<file path="src/rtl/mem_burst_pkg.sv">
// mem_burst_pkg: command opcodes and FSM states shared by the burst master.
package mem_burst_pkg;
  typedef enum logic [1:0] {
    OP_WRITE = 2'd0,
    OP_READ  = 2'd1,
    OP_FILL  = 2'd2,
    OP_RSVD  = 2'd3
  } op_e;
  typedef enum logic [2:0] {
    ST_IDLE,
    ST_WRITE,
    ST_FILL,
    ST_READ,
    ST_DRAIN,
    ST_DONE
  } state_e;
endpackage

</file>
<file path="src/rtl/mem_burst_master_rd_stage.sv">
// mem_rd_stage: single-entry registered read-data slot with valid/ready handshake.
module mem_rd_stage #(
  parameter int N = 32
) (
  input  logic         clk,
  input  logic         rst,
  input  logic         cap_i,
  input  logic [N-1:0] data_i,
  input  logic         last_i,
  input  logic         ready_i,
  output logic         free_o,
  output logic         valid_o,
  output logic [N-1:0] data_o,
  output logic         last_o
);
  logic valid_q, valid_d, last_q, last_d;
  logic [N-1:0] data_q, data_d;
  // A capture may coincide with the consumer taking the current word.
  assign free_o = !valid_q || ready_i;
  always_comb begin
    valid_d = cap_i ? 1'b1 : valid_q && !ready_i;
    last_d = cap_i ? last_i : last_q && !ready_i;
    data_d = cap_i ? data_i : data_q;
  end
  always_ff @(posedge clk or posedge rst)
    if (rst) begin
      valid_q <= 1'b0;
      last_q <= 1'b0;
      data_q <= '0;
    end else begin
      valid_q <= valid_d;
      last_q <= last_d;
      data_q <= data_d;
    end
  assign valid_o = valid_q;
  assign data_o = data_q;
  assign last_o = last_q;
endmodule

</file>
<file path="src/rtl/mem_burst_master.sv">
// mem_burst_master: SRAM initiator executing single writes, range fills and
// backpressured read bursts, one command at a time.
module mem_burst_master
  import mem_burst_pkg::*;
#(
  parameter int N = 32,
  parameter int D = 1024,
  parameter int A = $clog2(D)
) (
  input  logic         clk,
  input  logic         rst,
  input  logic         cmd_valid,
  output logic         cmd_ready,
  input  logic [1:0]   cmd_op,
  input  logic [A-1:0] cmd_addr,
  input  logic [A:0]   cmd_len,
  input  logic [N-1:0] cmd_data,
  output logic         mem_wren,
  output logic [A-1:0] mem_waddr,
  output logic [N-1:0] mem_wdata,
  output logic         mem_rden,
  output logic [A-1:0] mem_raddr,
  input  logic [N-1:0] mem_rdata,
  output logic         rd_valid,
  input  logic         rd_ready,
  output logic [N-1:0] rd_data,
  output logic         rd_last,
  output logic         busy,
  output logic         done,
  output logic         err
);
  state_e state_q;
  logic [A:0] cnt_q;
  logic [A-1:0] waddr_q, raddr_q;
  logic [N-1:0] wdata_q;
  logic wren_q, err_q, free, cap, last;
  assign cmd_ready = state_q == ST_IDLE;
  assign busy = !cmd_ready;
  assign done = state_q == ST_DONE;
  assign err = err_q;
  assign mem_wren = wren_q;
  assign mem_waddr = waddr_q;
  assign mem_wdata = wdata_q;
  assign mem_raddr = raddr_q;
  assign cap = state_q == ST_READ && free;
  assign mem_rden = cap;
  assign last = cnt_q == (A+1)'(1);
  mem_rd_stage #(.N(N)) u_rd (
    .clk(clk),
    .rst(rst),
    .cap_i(cap),
    .data_i(mem_rdata),
    .last_i(last),
    .ready_i(rd_ready),
    .free_o(free),
    .valid_o(rd_valid),
    .data_o(rd_data),
    .last_o(rd_last)
  );
  always_ff @(posedge clk or posedge rst)
    if (rst) begin
      state_q <= ST_IDLE;
      cnt_q <= '0;
      waddr_q <= '0;
      raddr_q <= '0;
      wdata_q <= '0;
      wren_q <= 1'b0;
      err_q <= 1'b0;
    end else begin
      case (state_q)
        ST_IDLE: if (cmd_valid) begin
          cnt_q <= cmd_len;
          err_q <= cmd_op == OP_RSVD;
          if (cmd_op == OP_WRITE || (cmd_op == OP_FILL && cmd_len != '0)) begin
            waddr_q <= cmd_addr;
            wdata_q <= cmd_data;
            wren_q <= 1'b1;
            state_q <= cmd_op == OP_WRITE ? ST_WRITE : ST_FILL;
          end else if (cmd_op == OP_READ && cmd_len != '0) begin
            raddr_q <= cmd_addr;
            state_q <= ST_READ;
          end else state_q <= ST_DONE;
        end
        ST_WRITE: begin
          wren_q <= 1'b0;
          state_q <= ST_DONE;
        end
        ST_FILL: if (last) begin
          wren_q <= 1'b0;
          state_q <= ST_DONE;
        end else begin
          waddr_q <= waddr_q + A'(1);
          cnt_q <= cnt_q - (A+1)'(1);
        end
        // Addresses stop on the final word so the pins hold their last value.
        ST_READ: if (cap) begin
          if (last) state_q <= ST_DRAIN;
          else begin
            raddr_q <= raddr_q + A'(1);
            cnt_q <= cnt_q - (A+1)'(1);
          end
        end
        ST_DRAIN: if (rd_valid && rd_ready) state_q <= ST_DONE;
        ST_DONE: begin
          err_q <= 1'b0;
          state_q <= ST_IDLE;
        end
        default: state_q <= ST_IDLE;
      endcase
    end
endmodule

</file>
<file path="config.mk">
export PLATFORM = sky130hd
export DESIGN_NAME = mem_burst_master
export DESIGN_NICKNAME = d
export VERILOG_FILES = /design/src/rtl/mem_burst_pkg.sv /design/src/rtl/mem_burst_master_rd_stage.sv /design/src/rtl/mem_burst_master.sv
export SDC_FILE = /design/constraint.sdc
export NUM_CORES = 1
export LEC_CHECK = 0
export CELL_PAD_IN_SITES_DETAIL_PLACEMENT = 0
export CELL_PAD_IN_SITES_GLOBAL_PLACEMENT = 2
export CORE_UTILIZATION = 30
export CTS_BUF_LIST = sky130_fd_sc_hd__clkbuf_4 sky130_fd_sc_hd__clkbuf_8
export DETAILED_ROUTE_END_ITERATION = 10
export PLACE_DENSITY = 0.93
export SYNTH_ARGS = -nofsm -noshare
export SYNTH_HDL_FRONTEND = slang
export SYNTH_HIERARCHICAL = 1
export SYNTH_SLANG_ARGS = --single-unit
</file>
<file path="constraint.sdc">
create_clock -name clk -period 3.2 [get_ports clk]
set_clock_uncertainty 0.15 [all_clocks]
set_input_delay 0.32 -clock clk [delete_from_list [all_inputs] [get_ports clk]]
set_output_delay 0.32 -clock clk [all_outputs]
set_load 0.03 [all_outputs]
</file>
; ---- Word-level counts from Yosys, hierarchy flattened
; Cells that the tools add are included.
[word_totals]
regBits = 102
output_inout_bits = 92
wordCells = 89
[op_classes]
n_addsub = 3
eq_ne = 19
n_mux = 31
n_reduce_logical = 26
[op_table]
columns = op, n
row1 = $mux W10, 8
row2 = $pmux W10 S2, 2
row3 = $mux W11, 3
row4 = $pmux W11 S3, 1
row5 = $mux W3, 7
row6 = $add A10 B1 Y10 const B, 2
row7 = $pmux W3 S5, 1
row8 = $eq A11 B1 Y1 const B, 1
row9 = $reduce_bool A11 Y1, 1
row10 = $sub A11 B1 Y11 const B, 1
row11 = $ne A2 B1 Y1 const B, 5
row12 = $ne A2 B2 Y1 const B, 5
row13 = $reduce_and A4 Y1, 2
row14 = $eq A3 B2 Y1 const B, 2
row15 = $eq A3 B3 Y1 const B, 2
row16 = $logic_and A1 B1 Y1, 6
row17 = $mux W1, 6
row18 = $reduce_and A3 Y1, 2
row19 = $reduce_and A6 Y1, 1
row20 = $reduce_bool A2 Y1, 3
row21 = $reduce_bool A3 Y1, 2
row22 = $reduce_and A5 Y1, 1
row23 = $eq A2 B2 Y1 const B, 2
row24 = $eq A3 B1 Y1 const B, 1
row25 = other kinds (9), 12

; ---- Logic depth before layout (Yosys ltp)
[logic_depth]
depth_word = 6
ltp_mapped = 10
ltp_nobuf = 7

; ---- By module
; The synthesis kept the hierarchy.
[by_module_without_submodules]
columns = module, instances, cells_per_inst, area_per_inst_um2
row1 = mem_burst_master, 1, 353, 3509.6
row2 = mem_rd_stage, 1, 75, 1403.8

; ---- Worst setup path before layout
; OpenSTA, ideal clock, no wires.
[synth_timing]
path_kind = register -> register
from = register state_q[2]
to = register raddr_q[1], in the netlist mem_raddr[1]
setup_time_ns = 0.082
t_arrival_ns = 2.185
t_required_ns = 2.968
slack_ns = 0.783
path_stages_with_launch = 11
n_path_buf = 3
synth_period_minus_slack_ns = 2.417
path_cell_list = dfrtp_1 -> buf_2 -> inv_1 -> nand2_1 -> inv_1 -> nand2_1 -> o32ai_1 -> buf_2 -> buf_2 -> nor2_1 -> a31oi_1
[synth_between]
elab_cells_between_ends = 11
[synth_rtl]
columns = element, line
row1 = start: declaration, mem_burst_master.sv:32  ; state_e state_q;
row2 = start signal: assignment, mem_burst_master.sv:78  ; state_q <= cmd_op == OP_WRITE ? ST_WRITE : ST_FILL;
row3 = $logic_not A3 Y1 (*), -
row4 = via cmd_ready, mem_burst_master.sv:13  ; output logic cmd_ready,
row5 = "$ne A2 B1 Y1 (no source line), or another cell as far along", -
row6 = $reduce_and A6 Y1 (no source line), -
row7 = end signal: assignment, mem_burst_master.sv:80  ; raddr_q <= cmd_addr;
row8 = end signal: assignment, mem_burst_master.sv:99  ; raddr_q <= raddr_q + A'(1);
row9 = end: declaration, mem_burst_master.sv:34  ; logic [A-1:0] waddr_q, raddr_q;
; Mark *: on every way through the listed nets, which the timed path passes. The rest lies on a longest branch.
; A chain may end at the register's enable or synchronous reset.

; ---- Final worst setup path
[layout_timing]
from = register state_q[1]
to = output port mem_rden
[layout_between]
elab_chain_cells = 2
[layout_rtl]
columns = element, line
row1 = $eq A3 B2 Y1, mem_burst_master.sv:45  ; assign cap = state_q == ST_READ && free;
row2 = $logic_and A1 B1 Y1, mem_burst_master.sv:45
row3 = end: declaration, mem_burst_master.sv:21  ; output logic mem_rden,
; Every way passes these cells.

==> reports/results.ini <==
[synthesis]
ys.flop_type=dfrtp_1
synth-edff-count=0
syn_nets=523
post_synth.cell_area_avg_um2=11.5
ys_ff_latch=102
ys.warnings.count=6
synth_seq_area_share_pct=51.9
synth_cell_types=52
async_flop_share_pct=100
synth_area_um2=4910
synthCells=428

[floorplanning]
dieArea_um2=16900
die_w_um=130
initial_utilization_pct=30.8
die_y_um=130
num_rows=46
core_um2=15900
pin_count=183

[place]
gp_congestion=0.819
dpl_cell_area_um2=6940
numPortBuffers=182
hpwlAfterDp_mm=10.2

[global_routing]
use_met2_pct=27.4
top_usage_layer=met2
grt_antenna_before_repair=0
grt_overflow_total=0
grt_pass1_wl_mm=21.5
grt_pass1_vias=4081
met3_usage_pct=2.26
grtUsageMet1_pct=21.7
grt_util_all_layers_pct=16.7
grt_max_degree=36

[cts]
cts_buffers=9
clockBufferDepth=2
htree_levels=3
clk_latency_ns=0.38
clk_pin_slew_ns=0.10
cts_resized=0
ctsHoldBuffers=0
tritoncts=built
clock-root-buffer=clkbuf_8
cts_num_sinks=102
postCtsSetupBuffers=0

[timing]
finalMaxSlewViolations=0
slew_headroom_pct=47.2
setup_viol=0
tns_ns=0
rsz0062_at_grt=no
max_freq_ghz=0.368
hold_viol=0
tightest_slew_ns=0.792
fin_crit_sh_pct=85.0
min_period_ns=2.72

[routing]
routed_wl_mm=13.7
ant_nets=0
via_per_inst=4.95
dr_total_vias=4099
drc_errors=0
drt_pass1_iterations=4
wl_per_cell_um=16.5
drt_iter0_drc=209

[job]
max_cap_violations=0

[critical_path]
cp.required_ns=2.73
worstSetupPathType=reg -> out
crit_arrival_ns=2.25
start_kind=flip-flop
crit_fanout=17
end_kind=primary output
r2r_slack_ns=0.80

[finish]
fin_nets=702
area_delta_synth_final_pct=46.1
drive_above_1_share_pct=16.5
stdcell_area_um2=7180
insertedDiodeCount=0

[power_and_ir_drop]
cellPowerDensity_nw_per_um2=1020
p_leak_nw=2.95
peakVddDrop_mv=0.342

[min_path]
hold_class=in -> async

[outcome]
status=completed

## power breakdown
| part | switching, mW | internal, mW |
|---|---|---|
| registers | 0.507 | 1.90 |
| logic | 2.10 | 1.81 |
| clock network | 0.462 | 0.515 |
| total | 3.07 | 4.23 |
## kinds of logic after synthesis
family                     count (synthesis)  synth area share, %
and+or+nand+nor                          108                 11.4
AOI/OAI and AO/OA                        106                 13.4
DFF                                      102                 51.9
muxes                                     69                 17.8
buffers and inverters                     39                 4.48
adders and majority gates                  4                 1.02
## synthesized netlist by cell type, types with 2 or more instances
master	count	area, µm²
a21o_1	3	22.5
a21oi_1	29	145
a22o_1	6	52.6
a22oi_1	2	15.0
a31oi_1	15	93.8
and3_1	3	18.8
buf_12	2	40.0
buf_2	6	30.0
buf_4	3	22.5
buf_6	3	33.8
clkbuf_1	12	45.0
dfrtp_1	102	2550
ha_1	4	50.1
inv_1	13	48.8
mux2_2	38	428
mux2_4	27	405
mux2i_1	4	40.0
nand2_1	36	135
nand2b_1	7	43.8
nand3_1	14	70.1
nand3b_1	2	15.0
nand4_1	6	37.5
nor2_1	14	52.6
nor2b_1	2	12.5
nor3_1	7	35.0
nor4_1	4	25.0
o21a_1	2	15.0
o21ai_0	29	145
o22ai_1	2	12.5
o2bb2ai_1	3	26.3
o32ai_1	3	26.3
or3_1	4	25.0
or4_1	2	15.0
## area by class of cell
cell class,instances,area [µm²]
clock buffers,9,124
clock inverters,7,113
fillers,1510,8760
inverters,13,48.8
multi-input cells,287,2150
flip-flops and latches,102,2550
well taps,216,270
repair buffers,194,1920
## sequential cells by signal, summed over array words and instances (netlist names)
signal,flops
cnt_q,11
err,1
u_rd/data_o,32
state_q,3
mem_wren,1
mem_waddr,10
mem_raddr,10
u_rd/last_o,1
mem_wdata,32
u_rd/valid_o,1
## worst max-delay path, cell delays in order, from the launching register on
cell and delay [ns]:
dfrtp_1 0.58, and3b_1 0.21, buf_4 0.20, nand2_1 0.12, clkinv_1 0.07, clkdlybuf4s50_1 0.69
## path summary, 6_finish.rpt
kind | cells past startpoint | from | to
worst min-delay path | 2 | rst | mem_waddr[6]$_DFFE_PP0P_
min in group clk | 1 | mem_wdata[24]$_DFFE_PP0P_ | mem_wdata[24]$_DFFE_PP0P_
worst min register to register | 1 | mem_wdata[24]$_DFFE_PP0P_ | mem_wdata[24]$_DFFE_PP0P_
worst max register to register | 8 | state_q[0]$_DFFE_PP0P_ | mem_raddr[7]$_DFFE_PP0P_
max in group asynchronous | 3 | rst | mem_wdata[7]$_DFFE_PP0P_
worst max-delay path | 5 | state_q[1]$_DFFE_PP0P_ | mem_rden
## placed cells by master, fill, tap and decap left out, types with 4 or more instances in the layout
| master | synthesis | final |
|---|---|---|
| mux2_2 | 38 | 38 |
| buf_4 | 3 | 10 |
| clkdlybuf4s50_1 | 0 | 182 |
| a21oi_1 | 29 | 29 |
| a31oi_1 | 15 | 15 |
| inv_1 | 13 | 11 |
| nor3_1 | 7 | 7 |
| o21ai_0 | 29 | 29 |
| mux2_4 | 27 | 27 |
| nand2b_1 | 7 | 7 |
| mux2i_1 | 4 | 4 |
| clkbuf_8 | 0 | 9 |
| nand3_1 | 14 | 14 |
| nor4_1 | 4 | 4 |
| a22o_1 | 6 | 6 |
| nor2_1 | 14 | 14 |
| nand4_1 | 6 | 6 |
| dfrtp_1 | 102 | 102 |
| or3_1 | 4 | 4 |
| nand2_1 | 36 | 36 |
| ha_1 | 4 | 4 |
## per-layer routing
metal,share of wire [%],wire length [µm],vias up
li1,-,-,1910
met1,43,5850,2052
met2,50,6890,116
met3,4.0,544,21
met4,2.7,374,0
met5,0,0,-
## per-stage QoR
stage                     util (%)  cells  hold slack (ns)  setup slack [ns]  power, mW
final                         45.0    828            0.102             0.481       7.30
after global routing          45.0    828            0.127             0.334       7.73
after CTS                     45.0    827           0.0996             0.339       7.38
after detailed placement      43.5    811            0.342             0.397       6.36
after global placement        43.5    811            0.337             0.433       6.26
after floorplan                  -    428            0.303             0.783       4.76
(Power assumes the default switching activity.)
